File: config.mk
export PLATFORM = sky130hd
export DESIGN_NAME = barrel_move
export DESIGN_NICKNAME = d
export VERILOG_FILES = /design/src/rtl/barrel_pkg.sv /design/src/rtl/barrel_move_step_tick.sv /design/src/rtl/barrel_move.sv
export SDC_FILE = /design/constraint.sdc
export NUM_CORES = 1
export LEC_CHECK = 0
export ABC_AREA = 1
export ABC_CLOCK_PERIOD_IN_PS = 9600
export CORE_UTILIZATION = 49
export DETAILED_ROUTE_END_ITERATION = 8
export DONT_BUFFER_PORTS = 1
export GPL_ROUTABILITY_DRIVEN = 0
export PLACE_DENSITY_LB_ADDON = 0.1
export SLEW_MARGIN = 20
export SYNTH_ARGS = -nofsm -noshare
export SYNTH_HDL_FRONTEND = slang
export SYNTH_SLANG_ARGS = --single-unit
File: constraint.sdc
create_clock -name clk -period 9.6 [get_ports clk]
set_input_delay 1.92 -clock clk [delete_from_list [all_inputs] [get_ports clk]]
set_output_delay 1.92 -clock clk [all_outputs]
set_load 0.1 [all_outputs]
File: src/rtl/barrel_pkg.sv
// Shared types and constants for the barrel motion engine.
// LFSR seed/taps are only used when BARREL_LADDER_DROP_EN is defined.
package barrel_pkg;

    localparam int POS_W = 11;

    // Fibonacci LFSR for x^8+x^6+x^5+x^4+1: feedback from bits 7,5,4,3.
    localparam logic [7:0] LFSR_SEED = 8'hA5;
    localparam logic [7:0] LFSR_TAPS = 8'hB8;

    typedef enum logic [1:0] {
        ST_IDLE = 2'd0,
        ST_ROLL = 2'd1,
        ST_FALL = 2'd2,
        ST_DONE = 2'd3
    } BARREL_STATE_T;

endpackage

File: src/rtl/barrel_move_step_tick.sv
// Movement-tick prescaler: counts 0..STEP_TIME-1 while run is high and
// flags tick on the last count. clr forces the count back to zero.
module step_tick #(
    parameter int STEP_TIME = 650_000
) (
    input  logic clk,
    input  logic rst,
    input  logic clr,
    input  logic run,
    output logic tick
);

    localparam int CNT_W = (STEP_TIME > 1) ? $clog2(STEP_TIME) : 1;
    localparam logic [CNT_W-1:0] CNT_LAST = CNT_W'(STEP_TIME - 1);

    logic [CNT_W-1:0] cnt_q;
    logic [CNT_W-1:0] cnt_d;

    assign tick = run && (cnt_q == CNT_LAST);

    // Next count: clear wins, otherwise count and wrap on the tick.
    always_comb begin
        cnt_d = cnt_q;
        if (clr) begin
            cnt_d = '0;
        end else if (run) begin
            cnt_d = tick ? '0 : cnt_q + 1'b1;
        end
    end

    // Counter register.
    always_ff @(posedge clk) begin
        if (rst) begin
            cnt_q <= '0;
        end else begin
            cnt_q <= cnt_d;
        end
    end

endmodule

File: src/rtl/barrel_move.sv
// Per-barrel motion engine: rolls a barrel along zig-zag platforms, drops
// it between levels and pulses done when it leaves the last platform.
// Optional macro BARREL_LADDER_DROP_EN adds an LFSR-driven early drop at
// the LADDER_X column.
//
// state   | meaning
// --------+----------------------------------------------
// IDLE    | parked at spawn, waiting for enable & start_game
// ROLL    | moving one pixel per tick along a platform
// FALL    | dropping FALL_STEP pixels per tick to next level
// DONE    | one-cycle done pulse, then back to IDLE
module barrel_move
    import barrel_pkg::*;
#(
    parameter int STEP_TIME = 650_000,
    parameter int START_X   = 100,
    parameter int START_Y   = 150,
    parameter int X_MIN     = 100,
    parameter int X_MAX     = 700,
    parameter int LEVELS    = 5,
    parameter int SPACING   = 96,
    parameter int FALL_STEP = 2,
    parameter int LADDER_X  = 400
) (
    input  logic             clk,
    input  logic             rst,
    input  logic             start_game,
    input  logic             enable,
    output logic [POS_W-1:0] xpos,
    output logic [POS_W-1:0] ypos,
    output logic             active,
    output logic             done
);

    localparam int FC_W = $clog2(SPACING + 1);
    localparam int LV_W = $clog2(LEVELS + 1);

    localparam logic [POS_W-1:0] X_START  = POS_W'(START_X);
    localparam logic [POS_W-1:0] Y_START  = POS_W'(START_Y);
    localparam logic [POS_W-1:0] X_LO     = POS_W'(X_MIN);
    localparam logic [POS_W-1:0] X_HI     = POS_W'(X_MAX);
    localparam logic [POS_W-1:0] Y_STEP   = POS_W'(FALL_STEP);
    localparam logic [FC_W-1:0]  FC_STEP  = FC_W'(FALL_STEP);
    localparam logic [FC_W-1:0]  FC_DROP  = FC_W'(SPACING);
    localparam logic [LV_W-1:0]  LV_LAST  = LV_W'(LEVELS - 1);

    BARREL_STATE_T    state_q, state_d;
    logic [POS_W-1:0] xpos_q, xpos_d;
    logic [POS_W-1:0] ypos_q, ypos_d;
    logic             dir_q, dir_d;        // 1 = moving right
    logic [FC_W-1:0]  fall_cnt_q, fall_cnt_d;
    logic [LV_W-1:0]  level_q, level_d;
    logic             active_q, active_d;
    logic             done_q, done_d;

    logic             tick;
    logic             moving;
    logic             abort;
    logic [POS_W-1:0] x_next;
    logic [POS_W-1:0] edge_x;
    logic             ladder_hit;

    assign moving = (state_q == ST_ROLL) || (state_q == ST_FALL);
    assign abort  = !start_game || !enable;
    assign x_next = dir_q ? xpos_q + 1'b1 : xpos_q - 1'b1;
    assign edge_x = dir_q ? X_HI : X_LO;

    // Prescaler restarts from zero on every state change.
    step_tick #(
        .STEP_TIME (STEP_TIME)
    ) u_step_tick (
        .clk  (clk),
        .rst  (rst),
        .clr  (state_d != state_q),
        .run  (moving),
        .tick (tick)
    );

`ifdef BARREL_LADDER_DROP_EN
    localparam logic [POS_W-1:0] X_LADDER = POS_W'(LADDER_X);

    logic [7:0] lfsr_q, lfsr_d;

    // LFSR steps once per movement tick, independent of state changes.
    always_comb begin
        lfsr_d = lfsr_q;
        if (tick) begin
            lfsr_d = {lfsr_q[6:0], ^(lfsr_q & LFSR_TAPS)};
        end
    end

    // LFSR register, reseeded only by reset.
    always_ff @(posedge clk) begin
        if (rst) begin
            lfsr_q <= LFSR_SEED;
        end else begin
            lfsr_q <= lfsr_d;
        end
    end

    assign ladder_hit = (x_next == X_LADDER) && lfsr_q[0] && (level_q < LV_LAST);
`else
    assign ladder_hit = 1'b0;
`endif

    // Motion FSM next-state and datapath.
    always_comb begin
        state_d    = state_q;
        xpos_d     = xpos_q;
        ypos_d     = ypos_q;
        dir_d      = dir_q;
        fall_cnt_d = fall_cnt_q;
        level_d    = level_q;

        case (state_q)
            ST_IDLE: begin
                if (enable && start_game) begin
                    state_d = ST_ROLL;
                end
            end
            ST_ROLL: begin
                if (abort) begin
                    state_d = ST_IDLE;
                end else if (tick) begin
                    xpos_d = x_next;
                    if (x_next == edge_x) begin
                        state_d = (level_q == LV_LAST) ? ST_DONE : ST_FALL;
                    end else if (ladder_hit) begin
                        state_d = ST_FALL;
                    end
                end
            end
            ST_FALL: begin
                if (abort) begin
                    state_d = ST_IDLE;
                end else if (tick) begin
                    ypos_d = ypos_q + Y_STEP;
                    if (fall_cnt_q + FC_STEP == FC_DROP) begin
                        fall_cnt_d = '0;
                        dir_d      = !dir_q;
                        level_d    = level_q + 1'b1;
                        state_d    = ST_ROLL;
                    end else begin
                        fall_cnt_d = fall_cnt_q + FC_STEP;
                    end
                end
            end
            ST_DONE: begin
                state_d = ST_IDLE;
            end
            default: begin
                state_d = ST_IDLE;
            end
        endcase

        // Any way into IDLE (abort, finish) parks the barrel at spawn.
        if (state_d == ST_IDLE) begin
            xpos_d     = X_START;
            ypos_d     = Y_START;
            dir_d      = 1'b1;
            fall_cnt_d = '0;
            level_d    = '0;
        end
    end

    assign active_d = (state_d == ST_ROLL) || (state_d == ST_FALL);
    assign done_d   = (state_d == ST_DONE);

    // State, position and output registers.
    always_ff @(posedge clk) begin
        if (rst) begin
            state_q    <= ST_IDLE;
            xpos_q     <= X_START;
            ypos_q     <= Y_START;
            dir_q      <= 1'b1;
            fall_cnt_q <= '0;
            level_q    <= '0;
            active_q   <= 1'b0;
            done_q     <= 1'b0;
        end else begin
            state_q    <= state_d;
            xpos_q     <= xpos_d;
            ypos_q     <= ypos_d;
            dir_q      <= dir_d;
            fall_cnt_q <= fall_cnt_d;
            level_q    <= level_d;
            active_q   <= active_d;
            done_q     <= done_d;
        end
    end

    assign xpos   = xpos_q;
    assign ypos   = ypos_q;
    assign active = active_q;
    assign done   = done_q;

endmodule
* After elaboration in Yosys (flattened, before gate mapping)
Index checks and enable logic that the tools add are counted.
** Operators by class
- $add $sub $neg :: 6
- Equality and inequality tests :: 11
- Mux-type cells :: 13
- Bitwise logic cells :: 1
- Reductions and logical operators :: 15
** Operator list (number)
- adder 20 x 1 -> 20 bit (second input constant) :: 1
- == test 20 bit (second input constant) :: 1
- two-way mux 20 bit :: 1
- two-way mux 2 bit :: 7
- adder 11 x 1 -> 11 bit (second input constant) :: 1
- adder 11 x 2 -> 11 bit (second input constant) :: 1
- == test 11 x 10 -> 1 bit :: 1
- two-way mux 11 bit :: 1
- subtractor 11 x 1 -> 11 bit (second input constant) :: 1
- two-way mux 10 bit :: 1
- == test 2 bit (second input constant) :: 4
- one-hot mux 2 bit (4 select lines) :: 1
- adder 7 x 2 -> 7 bit (second input constant) :: 1
- == test 7 bit (second input constant) :: 1
- two-way mux 7 bit :: 1
- AND reduction 3 bit :: 2
- == test 2 x 1 -> 1 bit (second input constant) :: 2
- zero test 2 bit :: 2
- AND reduction 4 bit :: 1
- OR reduction 2 bit :: 2
- adder 3 x 1 -> 3 bit (second input constant) :: 1
- == test 3 bit (second input constant) :: 1
- zero test 1 bit :: 3
- logical OR 1 bit :: 3
- other kinds (4) :: 5
** Word-level totals
- Register bits after elaboration :: 57
- Input port bits :: 4
- Output and inout bits :: 24

* Longest topological paths before layout
- Depth in word-level cells :: 9
- Depth in mapped cells :: 23

* By module
Synthesis repeated with hierarchy kept, for this count alone.
** Unflattened totals
- Cell total of the unflattened synthesis :: 520
- Area, all modules :: 3483.3 µm²
** Modules (own cells, without submodules)
- barrel_move :: instances 1, cells each 352, area each 2326.0 µm², seq. area each 700.7 µm²
- step_tick :: instances 1, cells each 168, area each 1157.4 µm², seq. area each 400.4 µm²

* Worst setup path after synthesis
OpenSTA, ideal clock, no wires.
- Path type :: reg2reg
- Start point :: register xpos_q[0] (netlist: xpos[0])
- End point :: register ypos_q[3] (netlist: ypos[3])
- Setup time :: 76 ps
- Data arrival time :: 3855 ps
- Data required time :: 9524 ps
- Slack :: 5669 ps
- Cell stages (with the launch flop) :: 21
- Cell sequence :: dfxtp_1 -> inv_1 -> fa_1 -> inv_1 -> nand3_1 -> nand2_2 -> nand2_1 -> nand3_1 -> nand2_1 -> nand3b_2 -> nand2_2 -> nand2_2 -> nand2_1 -> nand3_2 -> nand2_1 -> o21ai_0 -> ha_1 -> nor2_1 -> clkbuf_1 -> o21ai_0 -> a21oi_1
** Between the ends
- Cells in the longest elaborated chain, start to end :: 9
- Elaborated cells on any way between the ends :: 10
- Classes of those cells :: 2 x add/sub; 1 x eq/ne; 5 x mux; 2 x reduce/logical
** RTL lines
- from (decl) :: RTL line barrel_move.sv:48 : logic [POS_W-1:0] xpos_q, xpos_d;
- from (signal assigned) :: RTL line barrel_move.sv:182 : xpos_q <= xpos_d;
- subtractor 11 x 1 -> 11 bit or adder 11 x 1 -> 11 bit (tied branches) :: RTL line barrel_move.sv:65 : assign x_next = dir_q ? xpos_q + 1'b1 : xpos_q - 1'b1;
- two-way mux 11 bit (*) :: RTL line barrel_move.sv:65
- net x_next[0] :: RTL line barrel_move.sv:59 : logic [POS_W-1:0] x_next;
- == test 11 x 10 -> 1 bit (*) :: RTL line barrel_move.sv:126 : if (x_next == edge_x) begin
- two-way mux 2 bit (*) :: RTL line barrel_move.sv:126
- two-way mux 2 bit (*) :: RTL line barrel_move.sv:124 : end else if (tick) begin
- two-way mux 2 bit (*) :: RTL line barrel_move.sv:122 : if (abort) begin
- one-hot mux 2 bit (4 select lines) (*) :: RTL line barrel_move.sv:115 : case (state_q)
- zero test 2 bit (*) :: RTL line barrel_move.sv:157 : if (state_d == ST_IDLE) begin
- OR reduction 2 bit (no line) (*)
- to (signal assigned) :: RTL line barrel_move.sv:183 : ypos_q <= ypos_d;
- to (decl) :: RTL line barrel_move.sv:49 : logic [POS_W-1:0] ypos_q, ypos_d;
Mark *: on every way through the listed nets, which the timed path passes. The rest lies on a longest branch.
A chain may end at the register's enable or synchronous reset.

* Final worst setup path
- Start point :: register xpos_q[0] (netlist: xpos[0])
- End point :: register ypos_q[1] (netlist: ypos[1])
Same word-level chain as after synthesis.

==> impl_results.rst <==
.. list-table::
   :header-rows: 1

   * - Metric
     - Value
   * - Status
     - finished, final reports clean
   * - Slew at the pin closest to its max-slew limit
     - 1103 ps
   * - Sinks on Clock Net
     - 55
   * - Finish-stage setup viols
     - 0
   * - Average instance area after synthesis
     - 6.857 sq um
   * - Area fraction of the dominant cell type after synthesis
     - 30.24%
   * - Flops & latches, synth
     - 55
   * - Highest net fanout along the worst path
     - 17
   * - Library cells used by synthesis
     - 39
   * - DR vias
     - 3191
   * - Final hold violations
     - 0
   * - Worst hold path depth
     - 1
   * - Standard cell with the maximum stage delay on the critical path
     - sky130_fd_sc_hd__dfxtp_1
   * - Async SR Flop Fraction
     - 0%
   * - Number of antenna violations at the first check in global routing
     - 0
   * - Root cell of the clock tree
     - sky130_fd_sc_hd__clkbuf_8
   * - Library cell with the largest summed area after synthesis
     - sky130_fd_sc_hd__dfxtp_1
   * - Worst-case register-to-register setup slack
     - 4990 ps
   * - Share of the yosys chip area belonging to registers
     - 30.24%
   * - Most frequent CP cell
     - sky130_fd_sc_hd__nand2_1
   * - Net Count, Synth
     - 556
   * - Cells traversed along the worst timing path
     - inv_1, fa_1, inv_1, nand3_1, nand2_2, nand2_1, nand2_1, nand2_1, nand2_1, nand3_1, nor2_4, nand2_2, nand2_1, nand3_2, nand2_1, o21ai_0, ha_1, nor2_1, buf_4, inv_1, a21oi_1, o21ai_0
   * - Kind of critical path
     - flop to flop
   * - Insertion delay to the later sink of the worst-skew pair
     - 300 ps
   * - Largest net degree at the start of global routing
     - 21
   * - Critical Path RT
     - 9750 ps
   * - Total power divided by cell area
     - 110.9 nW/um^2
   * - Period Utilization, post-route
     - 47.99%
   * - Switching power of the nets
     - 102.5 uW
   * - HPWL after detailed placement
     - 5.903 mm
   * - Drt via density
     - 5.057
   * - Leading cell types by total area after synthesis
     - sky130_fd_sc_hd__dfxtp_1 30%, sky130_fd_sc_hd__nand2_1 11%, sky130_fd_sc_hd__inv_1 8.2%
   * - Sequential Power Share
     - 55.5%
   * - End of the worst hold path
     - level_q[0]
   * - Number of gates given a new drive strength after cts
     - 0
   * - Max-slew violation count
     - 0
   * - Row count
     - 31
   * - H-Tree Level Count
     - 2
   * - CP endpoint kind
     - flop
   * - Tightest slew margin relative to the limit
     - 26.37%
   * - Arrival time reported for the critical path endpoint
     - 4760 ps
   * - Max-cap violations
     - 0
   * - Startpoint of the tightest hold check path
     - level_q[0]
   * - Worst flop-to-flop path endpoint
     - ypos[1]
   * - Max Fclk
     - 217.1 MHz
   * - Switching Fraction
     - 24.17%
   * - Kind of path behind the tightest hold check
     - flop to flop
   * - Effective utilization at floorplan
     - 50.47%
   * - TritonCTS clock tree
     - yes
   * - CP max stage delay
     - 1070 ps
   * - Chip height
     - 88.20 microns
   * - Fraction of final layout cells with drive strength greater than 1
     - 13.16%
   * - Gate power share
     - 6.9%
   * - Post-detailed-route DRC marker count
     - 0
   * - Number of CTS-inserted buffers
     - 5
   * - Drt initial violations
     - 129
   * - Total core area
     - 7214 sq um
   * - Leakage dissipation
     - 0.001593 uW
   * - Worst r2r src
     - xpos[0]
   * - RSZ-0062 raised after global routing
     - no
   * - Area growth from synthesis to layout
     - 5.086%
   * - Global router's overall resource usage
     - 20.60%
   * - Clk pwr share
     - 37.6%
   * - Gate Count Post-Synth
     - 531
   * - Routed wire length per instance
     - 11.97 microns
   * - Total number of yosys warnings
     - 0
   * - Via count of the first global-routing pass
     - 2842
   * - Number of hold-repair buffers added at the cts stage
     - 0
   * - Wire length of the first global-routing pass
     - 12.72 mm
   * - Worst hold slack
     - 493.7 ps
   * - DIE WIDTH
     - 88.20 microns
   * - Grt total ovfl
     - 0
   * - Number of routed nets with antenna violations
     - 0
   * - Power Internal
     - 321.7 uW
   * - Number of buffers added on ports
     - 0
   * - Ant diodes
     - 0
   * - Die Outline Area
     - 7779 sq um
   * - R2r worst-path depth
     - 22
   * - Count of nets after finishing
     - 556
   * - Post-Route Skew
     - 4.608 ps
   * - Utilization of the core after routing
     - 53.04%
   * - Routed wire length
     - 7.553 mm
   * - Cell area after technology mapping
     - 3641 sq um
   * - Shortest period the worst path allows
     - 4607 ps
   * - TNS Setup
     - 0 ps
   * - Peak ir drop on the vdd network
     - 0.1090 mV
   * - CTS max path bufs
     - 2
   * - Critical path startpoint category
     - flop
   * - Length of the first detailed-routing pass in iterations
     - 4
   * - Count of buffers added by post-CTS timing repair for setup
     - 0
   * - Clock transition time at the flip-flop clock pins of the worst setup and hold paths
     - 100 ps
   * - Most common flop cell mapped by yosys
     - sky130_fd_sc_hd__dfxtp_1
   * - Number of enable-type register cells in the synthesized netlist
     - 0
   * - Number of I/O pins
     - 28
logic make-up after synthesis:
logic type / Yosys count / share of synthesized area, %
simple gates: 287 / 38.69
buf+inv: 91 / 10.31
compound gates: 64 / 10.14
flops: 55 / 30.24
fa+ha+maj: 21 / 7.423
xor+xnor: 12 / 3.093
other cells: 1 / 0.1030
routing by layer:
| layer | track usage [%] | vias up | routed length [microns] |
|---|---|---|---|
| met4 | 4.106 | 0 | 35 |
| met5 | 0 | - | 0 |
| met3 | 4.618 | 2 | 324 |
| met1 | 25.65 | 1450 | 3451 |
| li1 | - | 1692 | - |
| met2 | 36.43 | 47 | 3742 |
worst max-delay path: cells and delay by family, from the launching register on:
kind / cells / cell delay [ps]
AND/OR/NAND/NOR: 13 / 1500
buffers and inverters: 4 / 770
flip-flops: 1 / 1070
adder cells (fa/ha/maj): 2 / 740
AO/OA/AOI/OAI: 3 / 370
metrics by stage:
step	power [uW]	instances	cell area, sq um	setup slack [ps]
after floorplan	266.3	531	3641	5669
after global placement	269.5	623	3709	5111
after detailed placement	269.8	623	3709	4961
after CTS	430.2	631	3826	4964
after global routing	442.3	631	3826	4588
final	424.2	631	3826	4993
power groups by stage:
stage | registers [uW] | clock network [uW] | logic, uW
after floorplan | 240 | 0 | 26.1
after global placement | 241 | 0 | 29.0
after detailed placement | 240 | 0 | 29.3
after CTS | 235 | 165 | 29.5
after global routing | 236 | 173 | 33.3
final | 235 | 160 | 29.4
placed cells by master, fill, tap and decap left out, drive strengths merged, types with 8 or more instances in the layout:
cell type / Yosys / layout
ha: 20 / 20
nor3: 8 / 8
nor2: 74 / 74
inv: 81 / 81
nand2: 123 / 123
dfxtp: 55 / 55
nand3: 60 / 60
o21ai: 28 / 28
nand4: 9 / 9
a21oi: 27 / 27
flip-flops by register name, summed over array words and instances, names as in the netlist:
register           count
active                 1
xpos                  11
fall_cnt_q             6
done                   1
state_q                2
ypos                  10
dir_q                  1
u_step_tick.cnt_q     20
level_q                3
synth_stat cells, types with 4 or more instances:
cell type                 number
sky130_fd_sc_hd__a21oi_1      24
sky130_fd_sc_hd__buf_6         4
sky130_fd_sc_hd__dfxtp_1      55
sky130_fd_sc_hd__ha_1         20
sky130_fd_sc_hd__inv_1        80
sky130_fd_sc_hd__nand2_1     108
sky130_fd_sc_hd__nand2_2      15
sky130_fd_sc_hd__nand3_1      51
sky130_fd_sc_hd__nand3_2       9
sky130_fd_sc_hd__nand4_1       9
sky130_fd_sc_hd__nor2_1       48
sky130_fd_sc_hd__nor2_2       22
sky130_fd_sc_hd__nor2_4        4
sky130_fd_sc_hd__nor3_1        7
sky130_fd_sc_hd__o21ai_0      28
sky130_fd_sc_hd__xnor2_1       6
sky130_fd_sc_hd__xor2_1        5
layout make-up:
class,count,area [sq um]
clock buffers,6,82.58
fillers,719,3388
clock inverters,2,35.03
repair buffers,1,7.507
multi-input cells,385,2165
inverters,83,311.5
flip-flops and latches,55,1101
well taps,99,123.9
worst max-delay path by stage:
stage | end | cells past startpoint | slack (ps) | start
2_1_floorplan | ypos[3] | 20 | 5670 | xpos[0]
3_3_place_gp | ypos[1] | 22 | 5110 | xpos[0]
3_5_place_dp | ypos[1] | 22 | 4960 | xpos[0]
4_1_cts | ypos[1] | 22 | 4960 | xpos[0]
5_1_grt | level_q[1] | 21 | 4590 | xpos[0]
6_report | ypos[1] | 22 | 4990 | xpos[0]
(Power assumes the default switching activity.)
